<file path="src/rtl/filter_ctrl_if.sv">
// Bin stream, coefficient-ROM and qualifier signals of the filter controller.
// The source side is the master and the controller is the slave.
interface filter_ctrl_if #(
  parameter int AW = 5
);
  logic          in_valid;
  logic          in_sop;
  logic [15:0]   in_r;
  logic [15:0]   in_i;
  logic          in_ready;
  logic [AW-1:0] coef_addr;
  logic          coef_en;
  logic [15:0]   dp_r;
  logic [15:0]   dp_i;
  logic          out_valid;
  logic          out_sop;
  logic          out_eop;
  logic          sop_err;
  logic [15:0]   frame_cnt;

  modport master (
    output in_valid, in_sop, in_r, in_i,
    input  in_ready, coef_addr, coef_en, dp_r, dp_i,
    input  out_valid, out_sop, out_eop, sop_err, frame_cnt
  );

  modport slave (
    input  in_valid, in_sop, in_r, in_i,
    output in_ready, coef_addr, coef_en, dp_r, dp_i,
    output out_valid, out_sop, out_eop, sop_err, frame_cnt
  );
endinterface

</file>
<file path="src/rtl/filter_ctrl.sv">
// Frequency-domain filter controller: frames FFT bins, addresses the coefficient
// ROMs and delays the frame qualifiers to line up with the complex multiplier.
module filter_ctrl #(
  parameter int NPTS = 32,
  parameter int AW   = 5,
  parameter int MLAT = 2
) (
  input  logic         clk,
  input  logic         reset,
  filter_ctrl_if.slave bus
);

  localparam int            DEPTH = 1 + MLAT;
  localparam logic [AW-1:0] LAST  = AW'(NPTS - 1);

  typedef enum logic [1:0] {IDLE, RUN, DONE} state_t;

  state_t             state_q, state_d;
  logic [AW-1:0]      binIdx_q, binIdx_d;
  logic [AW-1:0]      curIdx;
  logic               readyEn_q;
  logic               sopErr_q, sopErr_d;
  logic [15:0]        frameCnt_q;
  logic [15:0]        dpR_q, dpI_q;
  logic [DEPTH-1:0]   validPipe_q, sopPipe_q, eopPipe_q;
  logic               inReady, accept, startNew, accKept, frameDone;

  // A new frame may start at any accept carrying in_sop, which also abandons a
  // partial frame. Headless bins in IDLE are accepted but never enter the pipe.
  always_comb begin
    state_d   = state_q;
    binIdx_d  = binIdx_q;
    sopErr_d  = 1'b0;
    frameDone = 1'b0;
    inReady   = readyEn_q && (state_q != DONE);
    accept    = bus.in_valid && inReady;
    startNew  = accept && bus.in_sop;
    curIdx    = (state_q == RUN && !startNew) ? binIdx_q : '0;
    accKept   = accept && ((state_q == RUN) || bus.in_sop);

    case (state_q)
      IDLE:    if (accept && !bus.in_sop) sopErr_d = 1'b1;
      RUN:     if (startNew && (binIdx_q != '0)) sopErr_d = 1'b1;
      DONE:    state_d = IDLE;
      default: state_d = IDLE;
    endcase

    if (accKept) begin
      if (curIdx == LAST) begin
        state_d   = DONE;
        binIdx_d  = '0;
        frameDone = 1'b1;
      end else begin
        state_d   = RUN;
        binIdx_d  = curIdx + AW'(1);
      end
    end
  end

  // readyEn_q keeps in_ready low until the first edge after reset release.
  always_ff @(posedge clk or negedge reset) begin
    if (!reset) begin
      state_q    <= IDLE;
      binIdx_q   <= '0;
      readyEn_q  <= 1'b0;
      sopErr_q   <= 1'b0;
      frameCnt_q <= '0;
      dpR_q      <= '0;
      dpI_q      <= '0;
    end else begin
      state_q   <= state_d;
      binIdx_q  <= binIdx_d;
      readyEn_q <= 1'b1;
      sopErr_q  <= sopErr_d;
      if (frameDone) frameCnt_q <= frameCnt_q + 16'd1;
      if (accept) begin
        dpR_q <= bus.in_r;
        dpI_q <= bus.in_i;
      end
    end
  end

  // The qualifier pipe never stalls, so its outputs trail the accept by DEPTH cycles.
  always_ff @(posedge clk or negedge reset) begin
    if (!reset) begin
      validPipe_q <= '0;
      sopPipe_q   <= '0;
      eopPipe_q   <= '0;
    end else begin
      validPipe_q <= {validPipe_q[DEPTH-2:0], accKept};
      sopPipe_q   <= {sopPipe_q[DEPTH-2:0], accKept && (curIdx == '0)};
      eopPipe_q   <= {eopPipe_q[DEPTH-2:0], accKept && (curIdx == LAST)};
    end
  end

  assign bus.in_ready  = inReady;
  assign bus.coef_en   = accept;
  assign bus.coef_addr = curIdx;
  assign bus.dp_r      = dpR_q;
  assign bus.dp_i      = dpI_q;
  assign bus.out_valid = validPipe_q[DEPTH-1];
  assign bus.out_sop   = sopPipe_q[DEPTH-1];
  assign bus.out_eop   = eopPipe_q[DEPTH-1];
  assign bus.sop_err   = sopErr_q;
  assign bus.frame_cnt = frameCnt_q;

endmodule

</file>
<file path="src/flat_wrapper.sv">
// flat-port wrapper written by rule: the top's interface ports become plain ports
module filter_ctrl_flat 
#(
  parameter int NPTS = 32,
  parameter int AW   = 5,
  parameter int MLAT = 2
)
  (clk, reset, bus_in_valid, bus_in_sop, bus_in_r, bus_in_i, bus_in_ready, bus_coef_addr, bus_coef_en, bus_dp_r, bus_dp_i, bus_out_valid, bus_out_sop, bus_out_eop, bus_sop_err, bus_frame_cnt);
  filter_ctrl_if #(.AW(AW)) bus_i ();
  input  logic clk;
  input  logic reset;
  input wire logic [$bits(bus_i.in_valid)-1:0] bus_in_valid;
  input wire logic [$bits(bus_i.in_sop)-1:0] bus_in_sop;
  input wire logic [$bits(bus_i.in_r)-1:0] bus_in_r;
  input wire logic [$bits(bus_i.in_i)-1:0] bus_in_i;
  output wire logic [$bits(bus_i.in_ready)-1:0] bus_in_ready;
  output wire logic [$bits(bus_i.coef_addr)-1:0] bus_coef_addr;
  output wire logic [$bits(bus_i.coef_en)-1:0] bus_coef_en;
  output wire logic [$bits(bus_i.dp_r)-1:0] bus_dp_r;
  output wire logic [$bits(bus_i.dp_i)-1:0] bus_dp_i;
  output wire logic [$bits(bus_i.out_valid)-1:0] bus_out_valid;
  output wire logic [$bits(bus_i.out_sop)-1:0] bus_out_sop;
  output wire logic [$bits(bus_i.out_eop)-1:0] bus_out_eop;
  output wire logic [$bits(bus_i.sop_err)-1:0] bus_sop_err;
  output wire logic [$bits(bus_i.frame_cnt)-1:0] bus_frame_cnt;
  assign bus_i.in_valid = bus_in_valid;
  assign bus_i.in_sop = bus_in_sop;
  assign bus_i.in_r = bus_in_r;
  assign bus_i.in_i = bus_in_i;
  assign bus_in_ready = bus_i.in_ready;
  assign bus_coef_addr = bus_i.coef_addr;
  assign bus_coef_en = bus_i.coef_en;
  assign bus_dp_r = bus_i.dp_r;
  assign bus_dp_i = bus_i.dp_i;
  assign bus_out_valid = bus_i.out_valid;
  assign bus_out_sop = bus_i.out_sop;
  assign bus_out_eop = bus_i.out_eop;
  assign bus_sop_err = bus_i.sop_err;
  assign bus_frame_cnt = bus_i.frame_cnt;
  filter_ctrl #(.NPTS(NPTS), .AW(AW), .MLAT(MLAT)) u_core (.clk(clk), .reset(reset), .bus(bus_i));
endmodule
</file>
<file path="config.mk">
export PLATFORM = sky130hd
export DESIGN_NAME = filter_ctrl_flat
export DESIGN_NICKNAME = d
export VERILOG_FILES = /design/src/rtl/filter_ctrl_if.sv /design/src/rtl/filter_ctrl.sv /design/src/flat_wrapper.sv
export SDC_FILE = /design/constraint.sdc
export NUM_CORES = 1
export LEC_CHECK = 0
export ABC_AREA = 1
export CORE_MARGIN = 1
export CORE_UTILIZATION = 49
export CTS_CLUSTER_SIZE = 12
export DETAILED_ROUTE_END_ITERATION = 7
export PLACE_DENSITY = 0.92
export SLEW_MARGIN = 20
export SYNTH_ARGS = -nofsm -noshare
export SYNTH_HDL_FRONTEND = slang
export SYNTH_SLANG_ARGS = --single-unit
</file>
<file path="constraint.sdc">
create_clock -name clk -period 3.2 [get_ports clk]
set_input_delay 0.64 -clock clk [delete_from_list [all_inputs] [get_ports clk]]
set_output_delay 0.64 -clock clk [all_outputs]
set_load 0.01 [all_outputs]
</file>
==> flow_metrics.tcl <==
set metrics [dict create \
    synth_top_family_by_area "simple AND/OR/NAND/NOR gates" \
    clock_latency_ns 0.33 \
    slowest_delay_ns 0.60 \
    leakage_nw 2.048 \
    finalCritPeriodShare 0.9341 \
    die_h_um 78.74 \
    rr_worst_depth 14 \
    drv_slew 0 \
    powerDensity_nw_per_um2 505.6 \
    synthCells 334 \
    drc 0 \
    synth.distinct_cells 31 \
    syn_area_um2 2885 \
    synth_edf_count 0 \
    die_x_um 78.74 \
    antenna_found_initial 0 \
    initialDrtViolationCount 153 \
    core_um2 5574 \
    hp-class "in2async" \
    cts_resized 0 \
    yosys_warnings 0 \
    synth-main-ff-cell "dfrtp_1" \
    dr_total_vias 2544 \
    grt_pass1_vias 2477 \
    crit_chain "clkdlybuf4s50_1 -> nand4_2 -> nand2_1 -> nor2_1 -> clkdlybuf4s50_1" \
    final_util 0.7365 \
    tightest_slew_ns 0.6698 \
    start_util 0.5176 \
    rsz0062_at_grt "no" \
    path_common_cell "clkdlybuf4s50_1" \
    worstSetupPathType "in2out" \
    synth_most_common_cell "nand2_1" \
    ys_ff_latch 66 \
    via_per_inst 4.988 \
    status "finished, final reports clean" \
    syn_area_per_cell_um2 8.639 \
    path_clk_slew_ns 0.07 \
    drv_cap 0 \
    cts_tree "done" \
    routedWlPerCell_um 14.22 \
    ioPinCount 95 \
    placed_area_um2 3901 \
    setup_viol 0 \
    required_ns 2.56 \
    synth-simple-area-share 0.2806 \
    synth.top_cells.by_count "nand2_1, dfrtp_1, inv_1" \
    r2r-end "u_core.bus.frame_cnt[8]" \
    drt-total-wl_um 7253 \
    timing.rr.start "u_core.state_q[1]" \
    synthAdderAreaFrac 0.02168 \
    cts_hold_buf 0 \
    fin_nets 475 \
    crit_arrival_ns 2.35 \
    grt_overflow_total 0 \
    dpl.hpwl_um 5052 \
    final_area_um2 4105 \
    first_pass_iters 4 \
    muxShareOfSynthArea 0 \
    synth_area_leaders "dfrtp_1, nand2_1, inv_1" \
    critPathMaxFanout 5 \
    max-vdd-ir-drop_mv 0.3041 \
    htreeDepth 3 \
    cts-root-buf "clkbuf_8" \
    setup_tns_ns 0 \
    slowest_stage "clkdlybuf4s50_1" \
    cts_buffers 9 \
    grt_max_degree 39 \
    fmaxAchievable_mhz 334.6 \
    end_kind "output port" \
    synth-xor-area-share 0.03339 \
    finClkSkew_ns 0.01300 \
    clock_path_buffers 2 \
    synth_compound_area_frac 0.03339 \
    syn-num-nets 375 \
    fill_cells 409 \
    yosys.area.top_type "dfrtp_1" \
    seq_area_frac_synth 0.5724 \
    post_cts_buffers 0 \
    postRouteAntennaNets 0 \
    grt_pass1_wl_um 11830 \
    antenna_cells 0 \
    syn_to_final_growth_pct 42.28 \
    synth_top_area_frac 0.5724 \
    io_buffers 94 \
    place.gp.congestion 0.8651 \
    max_slew_margin 0.5535 \
    period_needed_ns 2.989 \
    drive_gt1_frac 0.06849 \
    reg2reg_slack_ns 0.70 \
    dieArea_um2 6199 \
    placementRows 27 \
    hold_viol 0 \
    synthArstFlopShare 1.000 \
    grt_use_total 0.2513 \
    startpoint_type "input port" \
    clock_sinks 66 \
]
## critical path: cells and delay by family
kind | cells | cell delay (ns)
buffers and inverters | 2 | 1.08
and+or+nand+nor | 3 | 0.62
## final cells by class
| class | count | area, µm² | area share |
|---|---|---|---|
| well taps | 72 | 90.09 | 0.02194 |
| flip-flops and latches | 66 | 1652 | 0.4023 |
| multi-input cells | 229 | 1069 | 0.2603 |
| repair buffers | 98 | 978.4 | 0.2383 |
| inverters | 30 | 112.6 | 0.02743 |
| clock inverters | 2 | 35.03 | 0.008534 |
| clock buffers | 13 | 168.9 | 0.04115 |
## layer usage
layer  track usage  vias up  share of wire  routed length [µm]
li1              -     1228              -                   -
met1        0.3092     1219           0.43                3141
met2        0.4330       91           0.50                3616
met3       0.06897        6          0.062                 449
met4       0.07037        0         0.0063                  46
met5             0        -              0                   0
## per-stage QoR
stage	setup WS [ns]	total power, W	hold WS [ns]	instances
floorplan	0.9858	0.001134	0.3312	334
global placement	0.2577	0.001358	0.3318	495
detailed placement	0.06736	0.001377	0.3370	495
CTS	0.2168	0.002090	0.3485	510
global route	0.1412	0.002174	0.3695	510
finish	0.2110	0.002076	0.3452	510
## registers in the layout, summed over array words and instances, names as in the netlist
signal                flops
u_core.bus.dp_i          16
u_core.bus.dp_r          16
u_core.bus.frame_cnt     16
u_core.binIdx_q           5
u_core.eopPipe_q          3
u_core.sopPipe_q          3
u_core.validPipe_q        3
u_core.state_q            2
u_core.bus.sop_err        1
u_core.readyEn_q          1
## worst max path at each step
stage | start | to
floorplan | bus_in_valid | u_core.bus.frame_cnt[8]
detailed placement | bus_in_valid | u_core.bus.frame_cnt[8]
finish | bus_in_valid | bus_coef_addr[4]
global route | bus_in_valid | bus_coef_addr[4]
CTS | bus_in_valid | bus_coef_addr[4]
global placement | bus_in_valid | u_core.bus.frame_cnt[13]
## logic make-up (layout without fill, tap and decap cells)
kind of cell,after synthesis,count (layout)
and+or+nand+nor,196,196
DFF,66,66
buffers and inverters,39,143
AOI/OAI and AO/OA,16,16
xor gates and xnor gates,11,11
adders and majority gates,5,5
other,1,1
## power by group
group	total [W]	switching, W	internal, W
clock	0.000710	0.000291	0.000419
combinational	0.000401	0.000193	0.000208
sequential	0.000965	0.0000482	0.000917
## placed cells by master, fill, tap and decap left out, types with 4 or more instances in the layout
cell type / n
nor3_1: 7
inv_2: 4
xor2_1: 8
nor2_1: 18
dfrtp_1: 66
ha_1: 5
clkdlybuf4s50_1: 93
inv_1: 25
nand2_1: 150
clkbuf_8: 12
o21ai_0: 5
o21ai_1: 5
nand3_1: 10
No activity file was read; power rests on OpenSTA's default activity.
==> patch: new RTL, same flow settings <==
Reset style: synchronous (`reset`), changed in 2 clocked blocks.
--- a/src/rtl/filter_ctrl.sv
+++ b/src/rtl/filter_ctrl.sv
@@ -60,3 +60,3 @@
   // readyEn_q keeps in_ready low until the first edge after reset release.
-  always_ff @(posedge clk or negedge reset) begin
+  always_ff @(posedge clk) begin
     if (!reset) begin
@@ -83,3 +83,3 @@
   // The qualifier pipe never stalls, so its outputs trail the accept by DEPTH cycles.
-  always_ff @(posedge clk or negedge reset) begin
+  always_ff @(posedge clk) begin
     if (!reset) begin
Behaviour: differs if reset is asserted again (counterexample within 4 cycles, from zero or initial values and one cycle with reset low); with reset held inactive, the same outputs for 10 cycles.
==> patch against the unedited design <==
  * Synthesized cell count up 9.6%
  * Synthesized area down 5.0%
  * Design area down 3.4%
  * Wire length up 0.43%
  * Maximum frequency down 1.0%
  * First-iteration DRC count up 35%
  * Sequential cell count unchanged
  * Setup slack worse by 0.030 ns
  * Critical path type unchanged
  * Highest routed layer unchanged
Power is not compared: it rests on default switching activity, and its combinational part moved more than twofold at a synthesized area within 25%.
==> patch: results (changes against the unedited design) <==
Routed WL 7.28 mm (+0.43%); flop2flop setup slack 0.50 ns (-0.20 ns); post-synthesis sequential area ratio 48.2% (-9.0 points); syn_nets 407 (+8.5%); commonest cells in the netlist 115 x nand2_1, 66 x dfxtp_1, 47 x a21oi_1; Main synth FF type dfxtp_1; Post-Syn Instances 366 (+9.6%); Yosys cell types 33 (+6.5%); CTS root buf clkbuf_8; min-delay worst type flop to flop; largest cells by area after synthesis dfxtp_1 48%, nand2_1 16%, a21oi_1 8.6%; worst r2r path cells 15 (+1); DP Wirelength 4.92 mm (-2.5%); H-Tree Depth 3 (unchanged); Hold WS 0.414 ns (+0.0690 ns); gr usage total 25.4% (+0.27 points); Detailed Route Iter0 Violations 207 (+35%); Filler Cell Count 381 (-6.8%); Leak 1.57 nW; CP max FO 5 (unchanged); vias per cell 5.15 (+3.3%); RR Startpoint u_core.state_q[1]; Worst Setup SP bus_in_sop; Final nets 502 (+5.7%); RR Endpoint u_core.bus.frame_cnt[3]; initial antenna violation count 0 (unchanged); VDD IR max 0.456 mV; endpoints failing setup 0 (unchanged); worst hold path depth 2; CTS Buffer Depth 2 (unchanged); worst clock skew 0.0135 ns (+0.000493 ns); CP arrival 2.38 ns (+0.03 ns); CTS buffer count 9 (unchanged); clock insertion delay at the later pin of the skew report 0.35 ns (+0.02 ns); post-CTS setup buffers 0 (unchanged); Slew @ Worst Pin 0.680 ns (+0.00997 ns); first-pass GRT wire length 11.8 mm (+0.12%); vias in the first global route 2,649 (+6.9%); layout cell share with drive strength beyond 1 7.30% (+0.45 points); ys async rst share 0% (-100 points); status completed; number of cells after detailed placement 520 (+5.1%); First-pass DRT Iterations 5 (+1); Ys Warns 0 (unchanged); RD Place Congestion 0.895 (+3.5%); # port buffers 94 (unchanged); Non-Filler Instances 536 (+5.1%); worst min-delay path endpoint u_core.validPipe_q[2]; Clock transition at path regs 0.07 ns (about the same); # diodes 0 (unchanged); largest net degree at the start of global routing 36 (-7.7%); min-delay src u_core.validPipe_q[1]
## patch: changes by cell type after synthesis, moves of 3 or more
cell / unedited run / this run
buf_2: 0 / 5
nor2_1: 18 / 26
nand3_1: 10 / 15
buf_1: 1 / 5
nand2_1: 150 / 115
o21ai_1: 5 / 1
dfrtp_1: 66 / 0
a21oi_1: 0 / 47
xor2_1: 8 / 3
dfxtp_1: 0 / 66
inv_1: 25 / 32
nand4_1: 3 / 6
## patch: kinds of logic after synthesis
| logic type | count (synthesis) | share of synthesized area, % |
|---|---|---|
| AO/OA/AOI/OAI | 60 | 11.4 |
| XOR/XNOR | 5 | 1.60 |
| adder cells (fa/ha/maj) | 5 | 2.28 |
| buffers and inverters | 50 | 7.40 |
| flip-flops | 66 | 48.2 |
| AND/OR/NAND/NOR | 180 | 29.1 |
## patch: layout make-up
cell class	instances	area share [%]
flip-flops and latches	66	33.3
multi-input cells	250	30.8
repair buffers	99	25.0
inverters	35	3.38
clock buffers	11	3.31
well taps	70	2.21
clock inverters	5	1.99
## patch: repair_timing
| action | CTS | global route |
|---|---|---|
| endpoints found under the hold margin | 0 | 0 |
| resized for setup | 0 | 2 |
| setup endpoints to repair | 0 | 2 |
## patch: power by group
group	total, W	internal [W]	switching (W)
registers	0.000858	0.000845	0.0000128
clock network	0.000761	0.000438	0.000323
logic	0.000175	0.0000951	0.0000801
## patch: worst max-delay path by stage
stage	end	cells after the start
after floorplan	u_core.bus.frame_cnt[1]	11
after global placement	u_core.bus.frame_cnt[5]	15
after detailed placement	u_core.bus.frame_cnt[5]	15
after CTS	bus_coef_addr[4]	5
after global routing	bus_coef_addr[4]	5
final	bus_coef_addr[4]	5
## patch: per-stage QoR
stage / instance area [um^2] / worst slack, ns / utilization (%) / power (W) / setup TNS, ns
5_1_grt: 3970 / 0.0522 / 75.7 / 0.00184 / 0
3_3_place_gp: 3750 / 0.0883 / 71.6 / 0.00104 / 0
4_1_cts: 3960 / 0.183 / 75.6 / 0.00179 / 0
6_report: 3970 / 0.181 / 75.7 / 0.00179 / 0
3_5_place_dp: 3750 / -0.0648 / 71.6 / 0.00105 / -0.0953
2_1_floorplan: 2740 / 0.745 / - / 0.000946 / 0
## patch: metal layers
layer	share of wire, %	track usage, %	up-vias
li1	-	-	1363
met1	40	27.8	1280
met2	52	44.4	105
met3	6.5	6.79	14
met4	2.1	13.8	0
met5	0	0	-
## patch: critical path, cell delays in order
cell             delay, ns
clkdlybuf4s50_1       0.48
nand4_1               0.23
nand2_1               0.16
nor2_1                0.28
clkdlybuf4s50_1       0.60
